### src/rtl/display_scanner_pkg.sv
// Shared constants for the multiplexed 7-segment display scanner:
// glyph codes used by the error banner, the blank segment pattern and
// a helper that maps a digit position to its "Erro" banner code.
package display_scanner_pkg;

  // Codes reused as letters in the "Erro" banner.
  localparam logic [3:0] GLYPH_E    = 4'hC;
  localparam logic [3:0] GLYPH_R    = 4'hE;
  localparam logic [3:0] GLYPH_O    = 4'hF;
  // Any of A, B or D decodes to an unlit digit.
  localparam logic [3:0] CODE_BLANK = 4'hA;

  // Active-low abcdefg with every segment dark.
  localparam logic [6:0] SEG_BLANK  = 7'h7F;

  // Banner code for a digit position: "Erro" on digits 3..0, blank above.
  function automatic logic [3:0] error_code(input int unsigned idx);
    case (idx)
      0:       error_code = GLYPH_O;
      1, 2:    error_code = GLYPH_R;
      3:       error_code = GLYPH_E;
      default: error_code = CODE_BLANK;
    endcase
  endfunction

endpackage

### src/rtl/display_scanner_seg_glyph.sv
// Combinational 4-bit code to active-low {a,b,c,d,e,f,g} decoder.
module seg_glyph
  import display_scanner_pkg::*;
(
  input  logic [3:0] code,
  output logic [6:0] segments
);

  // Decode one code to its segment pattern.
  always_comb begin
    // NOTE: default assignment first so every path drives segments; no latch.
    segments = SEG_BLANK;
    case (code)
      4'h0: segments = 7'b0000001;
      4'h1: segments = 7'b1001111;
      4'h2: segments = 7'b0010010;
      4'h3: segments = 7'b0000110;
      4'h4: segments = 7'b1001100;
      4'h5: segments = 7'b0100100;
      4'h6: segments = 7'b0100000;
      4'h7: segments = 7'b0001111;
      4'h8: segments = 7'b0000000;
      4'h9: segments = 7'b0000100;
      4'hC: segments = 7'b0110000;
      4'hE: segments = 7'b1111010;
      4'hF: segments = 7'b1100010;
      default: segments = SEG_BLANK;
    endcase
  end

endmodule

### src/rtl/display_scanner.sv
// Time-multiplexed common-anode 7-segment driver. Holds a shadow copy of
// the digit codes, steps one digit per SCAN_DIV clocks, and applies
// leading-zero blanking, the "Erro" banner and whole-display blink before
// registering the segment and digit-enable pins.
module display_scanner
  import display_scanner_pkg::*;
#(
  parameter int DIGITS       = 4,
  parameter int SCAN_DIV     = 50000,
  parameter int BLINK_FRAMES = 64
) (
  input  logic                  clock,
  input  logic                  reset,
  input  logic [4*DIGITS-1:0]   data,
  input  logic                  load,
  input  logic                  error,
  input  logic                  blink_enable,
  input  logic                  blank_leading,
  output logic [6:0]            segments,
  output logic [DIGITS-1:0]     digit_select,
  output logic                  frame_done
);

  localparam int IW = $clog2(DIGITS);
  localparam int PW = $clog2(SCAN_DIV);
  localparam int FW = (BLINK_FRAMES > 1) ? $clog2(BLINK_FRAMES) : 1;

  localparam logic [IW-1:0]     LAST_INDEX = IW'(DIGITS - 1);
  localparam logic [PW-1:0]     LAST_COUNT = PW'(SCAN_DIV - 1);
  localparam logic [FW-1:0]     LAST_FRAME = FW'(BLINK_FRAMES - 1);
  localparam logic [DIGITS-1:0] FIRST_HOT  = DIGITS'(1);

  logic [4*DIGITS-1:0] shadow;
  logic [PW-1:0]       prescaler;
  logic [IW-1:0]       index;
  logic [FW-1:0]       frame_count;
  logic                blink_phase;

  logic                slot_end;
  logic                frame_wrap;
  logic [DIGITS-1:0]   zero_run;
  logic [3:0]          digit_code;
  logic                blank_digit;
  logic [3:0]          shown_code;
  logic [6:0]          glyph_segments;

  assign slot_end   = (prescaler == LAST_COUNT);
  assign frame_wrap = slot_end && (index == LAST_INDEX);

  // Capture the digit codes whenever load is high.
  always_ff @(posedge clock) begin
    // NOTE: shadow is plain flops, not a RAM, so resetting it is cheap and
    // gives a defined all-zero display after reset.
    if (reset) shadow <= '0;
    else if (load) shadow <= data;
  end

  // Prescaler and digit index; frame_done marks the index wrap to 0.
  always_ff @(posedge clock) begin
    // NOTE: non-blocking updates so every flop samples pre-edge values.
    if (reset) begin
      prescaler  <= '0;
      index      <= '0;
      frame_done <= 1'b0;
    end else begin
      frame_done <= frame_wrap;
      if (slot_end) begin
        prescaler <= '0;
        index     <= (index == LAST_INDEX) ? '0 : index + 1'b1;
      end else begin
        prescaler <= prescaler + 1'b1;
      end
    end
  end

  // Frame counter and blink phase, stepped on the edge that raises frame_done.
  always_ff @(posedge clock) begin
    if (reset) begin
      frame_count <= '0;
      blink_phase <= 1'b0;
    end else if (frame_wrap) begin
      if (frame_count == LAST_FRAME) begin
        frame_count <= '0;
        blink_phase <= ~blink_phase;
      end else begin
        frame_count <= frame_count + 1'b1;
      end
    end
  end

  // zero_run[i] is set when digits DIGITS-1 down to i are all zero.
  always_comb begin
    zero_run = '0;
    zero_run[DIGITS-1] = (shadow[4*(DIGITS-1) +: 4] == 4'h0);
    for (int i = DIGITS - 2; i >= 0; i--) begin
      zero_run[i] = zero_run[i+1] && (shadow[4*i +: 4] == 4'h0);
    end
  end

  // Choose the code for the digit currently being scanned.
  always_comb begin
    digit_code  = shadow[{index, 2'b00} +: 4];
    blank_digit = blank_leading && (index != '0) && zero_run[index];
    if (error)            shown_code = error_code(int'(index));
    else if (blank_digit) shown_code = CODE_BLANK;
    else                  shown_code = digit_code;
  end

  seg_glyph u_seg_glyph (
    .code     (shown_code),
    .segments (glyph_segments)
  );

  // Register the pins; the blink off phase darkens everything.
  always_ff @(posedge clock) begin
    if (reset || (blink_enable && blink_phase)) begin
      segments     <= SEG_BLANK;
      digit_select <= '1;
    end else begin
      segments     <= glyph_segments;
      digit_select <= ~(FIRST_HOT << index);
    end
  end

endmodule
### config.mk
export PLATFORM = sky130hd
export DESIGN_NAME = display_scanner
export DESIGN_NICKNAME = d
export VERILOG_FILES = /design/src/rtl/display_scanner_pkg.sv /design/src/rtl/display_scanner_seg_glyph.sv /design/src/rtl/display_scanner.sv
export SDC_FILE = /design/constraint.sdc
export NUM_CORES = 1
export LEC_CHECK = 0
export ABC_CLOCK_PERIOD_IN_PS = 3000
export BUFFER_PORTS_ARGS = -buffer_cell sky130_fd_sc_hd__buf_2
export CAP_MARGIN = 10
export CORE_MARGIN = 3
export CORE_UTILIZATION = 30
export CTS_BUF_LIST = sky130_fd_sc_hd__clkbuf_16
export CTS_CLUSTER_DIAMETER = 50
export DETAILED_ROUTE_END_ITERATION = 10
export PLACE_DENSITY_LB_ADDON = 0.12
export SLEW_MARGIN = 10
export SYNTH_ARGS = -nofsm -noshare
export SYNTH_HDL_FRONTEND = slang
export SYNTH_HIERARCHICAL = 1
export SYNTH_SLANG_ARGS = --single-unit
### constraint.sdc
create_clock -name clock -period 3 [get_ports clock]
set_input_delay 0.6 -clock clock [delete_from_list [all_inputs] [get_ports clock]]
set_output_delay 0.6 -clock clock [all_outputs]
set_load 0.05 [all_outputs]
==> impl_metrics.json, run 1 <==
{
  "status": "completed",
  "num_antenna_cells": 0,
  "via_per_inst": 4.82,
  "r2r_start": "index[1]",
  "synth_top_area_share": 0.420,
  "cts.sinks": 53,
  "p_leak_nw": 1.15,
  "crit_end": "segments[3]",
  "clock_skew_ps": 4.66,
  "synth-main-ff-cell": "dfxtp_1",
  "drc": 0,
  "die_area_um2": 9550,
  "max-vdd-ir-drop_mv": 0.215,
  "drive_gt1_frac": 0.179,
  "grt_pass1_vias": 1949,
  "nNetsFinal": 341,
  "pin_count": 34,
  "routed_wl_um": 5080,
  "place_area_um2": 2770,
  "hpwlAfterDp_um": 3650,
  "yosys-top-cells-area": "dfxtp_1 (42%), ha_1 (6.4%), mux2i_1 (6.3%)",
  "worst-setup-path-type": "reg -> reg",
  "path_clk_slew_ps": 70,
  "final_area_um2": 2920,
  "cp.depth": 10,
  "synth_area_per_cell_um2": 9.14,
  "arrival_ps": 2680,
  "slowest_delay_ps": 530,
  "cap_violations": 0,
  "n_fill_cell": 851,
  "synth.distinct_cells": 44,
  "slew_viol_final": 0,
  "synth_xor_area_frac": 0.0486,
  "period_minus_slack_ps": 2530,
  "reg2regPathDepth": 10,
  "hold_class": "reg -> reg",
  "netlist_area_um2": 2520,
  "ctsResizeCount": 0,
  "start_kind": "flop",
  "synthSimpleGateAreaFrac": 0.232,
  "cts_setup_buffers": 0,
  "clk_latency_ps": 280,
  "clock.fmax_ghz": 0.395,
  "seq_area_um2": 1060,
  "power.density_nw_per_um2": 501,
  "synth_top_family_by_area": "simple AND/OR/NAND/NOR gates",
  "hold_viol": 0,
  "grt_pass1_wl_um": 8940,
  "tightest_slew_ps": 761,
  "die_w_um": 97.7,
  "synthMuxAreaShare": 0.108,
  "crit_fanout": 10,
  "wl_per_cell_um": 12.4,
  "synthCells": 276,
  "rows": 32,
  "required_ps": 3150,
  "multi_input_area_um2": 1370,
  "htree_levels": 2,
  "grt_antenna_before_repair": 0,
  "r2r_setup_slack_ps": 470,
  "root_buffer": "clkbuf_16",
  "port_buffers": 33,
  "ys_warn_count": 6,
  "drt_first_pass_iters": 4,
  "cp-end-kind": "flop",
  "rsz0062_at_grt": "false",
  "grt_util_all_layers": 0.111,
  "drtAntennaViolNets": 0,
  "gp_congestion": 0.813,
  "vias": 1970,
  "critPathSlowestCell": "dfxtp_1",
  "numCtsBuffers": 5,
  "cts_tree": "built",
  "fin_crit_sh": 0.844,
  "yosysSeqAreaShare": 0.420,
  "p_total_w": 0.00146,
  "crit_chain": "inv_1 > ha_1 > nand3b_1 > a211o_1 > a22oi_2 > inv_1 > ha_1 > xor2_1 > a21oi_1 > nand2b_1",
  "area_growth_syn_to_layout_pct": 15.6,
  "yosys-top-cells-count": "dfxtp_1 (53), nor2_1 (40), nand2_1 (18)",
  "synth_fa_ha_area_frac": 0.0645,
  "crit_family": "compound AO/OA/AOI/OAI gates",
  "slew_headroom": 0.492,
  "worst-path-buf-inv": 2,
  "fin_setup_tns_ps": 0,
  "first_iter_violations": 83,
  "synth_edf_count": 0,
  "ys_ff_latch": 53,
  "syn-num-nets": 311,
  "synth-compound-area-share": 0.0863,
  "crit_start": "index[1]",
  "dieHeight_um": 97.7,
  "grt-ovfl-total": 0,
  "yosys.cell_count.top_type": "dfxtp_1",
  "hold_buffers": 0,
  "regToRegEndpoint": "segments[3]",
  "clockBufferDepth": 2,
  "coreArea_um2": 7930,
  "start_util": 0.318,
  "holdPathStages": 1,
  "grt_max_degree": 33,
  "yosys.area.top_type": "dfxtp_1",
  "async_reset_ff_frac": 0,
  "setup_violations": 0,
  "finalHoldWorstSlack_ps": 460
}
how the worst min path moves through the flow:
stage / slack (ps) / start / endpoint
5_1_grt: 510 / prescaler[0] / prescaler[0]
2_1_floorplan: 430 / prescaler[0] / prescaler[0]
6_report: 460 / prescaler[0] / prescaler[0]
3_3_place_gp: 450 / prescaler[0] / prescaler[0]
3_5_place_dp: 450 / prescaler[0] / prescaler[0]
4_1_cts: 460 / prescaler[0] / prescaler[0]
layer usage:
metal	GRT usage	routed length, um	part of all wire	vias up
met4	0.0319	51	0.010	0
met1	0.138	2360	0.46	905
met3	0.0273	198	0.039	5
met2	0.191	2470	0.49	27
li1	-	-	-	1033
met5	0	0	0	-
placed cells by master, fill, tap and decap left out, drive strengths merged, types with 2 or more instances in the layout:
master and count:
dfxtp 53, nor2 40, buf 36, nand2 18, mux2i 16, a21oi 13, ha 13, nand3 11
nand2b 10, inv 10, o21ai 10, nor4 8, xnor2 7, xor2 7, nor3 5, nand4 5
clkbuf 5, or4 5, mux4 4, or3 4, a31oi 3, or4b 3, mux2 2, and3 2
o31ai 2, clkinv 2, a211oi 2
sequential cells by signal, summed over array words and instances (netlist names):
signal / cells
shadow: 16
index: 2
blink_phase: 1
segments: 7
prescaler: 16
digit_select: 4
frame_done: 1
frame_count: 6
where the power goes:
part           internal (W)  switching (W)  total [W]
combinational     0.0000665       0.000105   0.000171
clock              0.000303       0.000241   0.000544
sequential         0.000730      0.0000160   0.000746
stage by stage:
step / utilization / cells / worst slack [ps]
after floorplan: - / 276 / 259
after global placement: 0.350 / 401 / 381
after detailed placement: 0.350 / 401 / 286
after CTS: 0.367 / 409 / 271
after global routing: 0.368 / 409 / 203
final: 0.368 / 409 / 468
cell families after synthesis:
logic type,count (synthesis)
AOI/OAI and AO/OA,36
xor gates and xnor gates,14
adders and majority gates,13
buffers and inverters,22
DFF,53
muxes,22
and+or+nand+nor,116
cell type report:
| class | count | area share |
|---|---|---|
| clock inverter | 3 | 0.00472 |
| tap | 102 | 0.0437 |
| clock buffer | 5 | 0.0429 |
| timing repair buffer | 36 | 0.0643 |
| inverter | 9 | 0.0124 |
| sequential | 53 | 0.364 |
| multi-input combinational | 201 | 0.468 |
Note: power is estimated with default switching activity, not from simulation.
==> inputs of run 2 (changes only) <==
--- a/config.mk
+++ b/config.mk
@@ -5,7 +5,7 @@
 export SDC_FILE = /design/constraint.sdc
 export NUM_CORES = 1
 export LEC_CHECK = 0
-export ABC_CLOCK_PERIOD_IN_PS = 3000
+export ABC_CLOCK_PERIOD_IN_PS = 2400
 export BUFFER_PORTS_ARGS = -buffer_cell sky130_fd_sc_hd__buf_2
 export CAP_MARGIN = 10
 export CORE_MARGIN = 3
==> constraint.sdc (replaced) <==
create_clock -name clock -period 2.4 [get_ports clock]
set_input_delay 0.48 -clock clock [delete_from_list [all_inputs] [get_ports clock]]
set_output_delay 0.48 -clock clock [all_outputs]
set_load 0.05 [all_outputs]
==> run 2 against run 1 <==
  * Routed wire length down 1.6%
  * Sequential cell count is the same
  * Die area is the same
  * Critical endpoint is now segments[2]
  * Highest routed layer unchanged
  * Global-route usage decreased by 0.15 points
  * Maximum frequency increased by 11%
  * Sequential share of layout area fell by 0.96 points
  * Hold slack got worse by 36 ps
  * Largest power group unchanged
  * Non-clock buffer count rose by 7
  * Sequential power up 25%
  * First-iteration DRC count grew 13%
  * Critical path type unchanged
  * Combinational power grew 28%
  * Clock power grew 45%
==> impl_metrics.json, run 2 (synthesis results as in run 1) <==
{
  "via_per_inst": 4.78,
  "final_cell_mix": "dfxtp_1 (52), nor2_1 (40), buf_2 (33)",
  "dpl.cell_count": 406,
  "pin_count": 34,
  "grt_antenna_before_repair": 0,
  "start_kind": "flop",
  "vias": 1990,
  "grt-ovfl-total": 0,
  "clock.fmax_ghz": 0.440,
  "holdPathStages": 3,
  "arrival_ps": 2430,
  "worst-setup-path-type": "reg -> reg",
  "slew_viol_final": 0,
  "power.density_nw_per_um2": 645,
  "first_iter_violations": 94,
  "wl_per_cell_um": 12.0,
  "crit_top_cell": "ha_1",
  "hold_class": "in -> reg",
  "clockBufferDepth": 2,
  "coreArea_um2": 7930,
  "clock_skew_ps": 5.08,
  "required_ps": 2550,
  "min_to": "shadow[5]",
  "p_leak_nw": 1.19,
  "reg2regPathDepth": 10,
  "hold_viol": 0,
  "port_buffers": 33,
  "grt_pass1_wl_um": 8590,
  "tightest_slew_ps": 755,
  "num_antenna_cells": 0,
  "finalHoldWorstSlack_ps": 424,
  "drtAntennaViolNets": 0,
  "dieHeight_um": 97.7,
  "root_buffer": "clkbuf_16",
  "cp-end-kind": "flop",
  "fin_crit_sh": 0.947,
  "holdCritStartpoint": "data[5]",
  "die_w_um": 97.7,
  "r2r_start": "index[0]",
  "drive_gt1_frac": 0.204,
  "routed_wl_um": 5000,
  "drc": 0,
  "r2r_setup_slack_ps": 130,
  "finalNonFillerCells": 416,
  "grt_max_degree": 33,
  "grt_pass1_vias": 1879,
  "area_growth_syn_to_layout_pct": 19.2,
  "start_util": 0.318,
  "cts_tree": "built",
  "nNetsFinal": 348,
  "cts.sinks": 53,
  "slew_headroom": 0.497,
  "reg_top3": "prescaler x16, shadow x16, segments x7",
  "drt_first_pass_iters": 4,
  "crit_fanout": 5,
  "path_clk_slew_ps": 70,
  "cap_violations": 0,
  "status": "completed",
  "slowest_delay_ps": 370,
  "numCtsBuffers": 5,
  "rows": 32,
  "gp_congestion": 0.815,
  "setup_violations": 0,
  "die_area_um2": 9550,
  "crit_chain": "inv_1 > ha_1 > nand3b_1 > a211o_1 > a22oi_2 > buf_4 > ha_1 > nor2_1 > a221o_1 > nand2b_1",
  "clk_latency_ps": 290,
  "mostFrequentLayoutCell": "dfxtp_1",
  "max-vdd-ir-drop_mv": 0.301,
  "critPathSlowestCell": "dfxtp_4",
  "hpwlAfterDp_um": 3650,
  "grt_util_all_layers": 0.110,
  "period_minus_slack_ps": 2270,
  "htree_levels": 2,
  "regToRegEndpoint": "segments[2]"
}
-- run 2: where the power goes --
group          total [W]  internal (W)  switching, W
Clock           0.000791      0.000485      0.000306
Sequential      0.000931      0.000911     0.0000196
Combinational   0.000219     0.0000885      0.000130
Total            0.00194       0.00148      0.000456
-- run 2: final cells by class --
cell class                      count  area (um^2)
Sequential cell                    53         1060
Inverter                            9         36.3
Tap cell                          102          128
Clock inverter                      3         37.5
Clock buffer                        5          125
Timing Repair Buffer               43          244
Fill cell                         819         4920
Multi-Input combinational cell    201         1370
-- run 2: per-stage QoR --
stage               power (W)  TNS (ps)  worst slack [ps]  instance area, um^2  utilization
floorplan             0.00111         0              21.5                 2540            -
global placement      0.00117         0              97.5                 2820        0.355
detailed placement    0.00117         0              62.2                 2820        0.355
CTS                   0.00198         0              24.4                 2980        0.376
global route          0.00204    -0.175            -0.175                 3010        0.379
finish                0.00194         0               127                 3010        0.379
-- run 2: how the worst max path moves through the flow --
stage	start	endpoint	slack, ps
3_3_place_gp	index[0]	segments[2]	100
6_report	index[0]	segments[2]	130
4_1_cts	index[0]	segments[3]	20
2_1_floorplan	index[0]	segments[3]	20
5_1_grt	index[0]	segments[2]	-0.2
3_5_place_dp	index[0]	segments[3]	60
-- run 2: layer usage --
| layer | up-vias | track usage | wire length, um |
|---|---|---|---|
| met2 | 26 | 0.185 | 2360 |
| met1 | 912 | 0.133 | 2390 |
| met5 | - | 0 | 0 |
| met4 | 0 | 0.0447 | 74 |
| li1 | 1047 | - | - |
| met3 | 5 | 0.0280 | 174 |
-- run 2: what timing repair did --
action,in CTS,in global routing
hold buffers,0,0
setup endpoints to repair,0,6
gates resized for setup,0,6
buffers inserted,0,2
-- run 2: worst max-delay path, delay by kind of cell (launching register included) --
family                   cells  cell delay (ps)
adder cells (fa/ha/maj)      2              370
flip-flops                   1              370
AO/OA/AOI/OAI                3              820
AND/OR/NAND/NOR              3              350
buffers and inverters        2              230
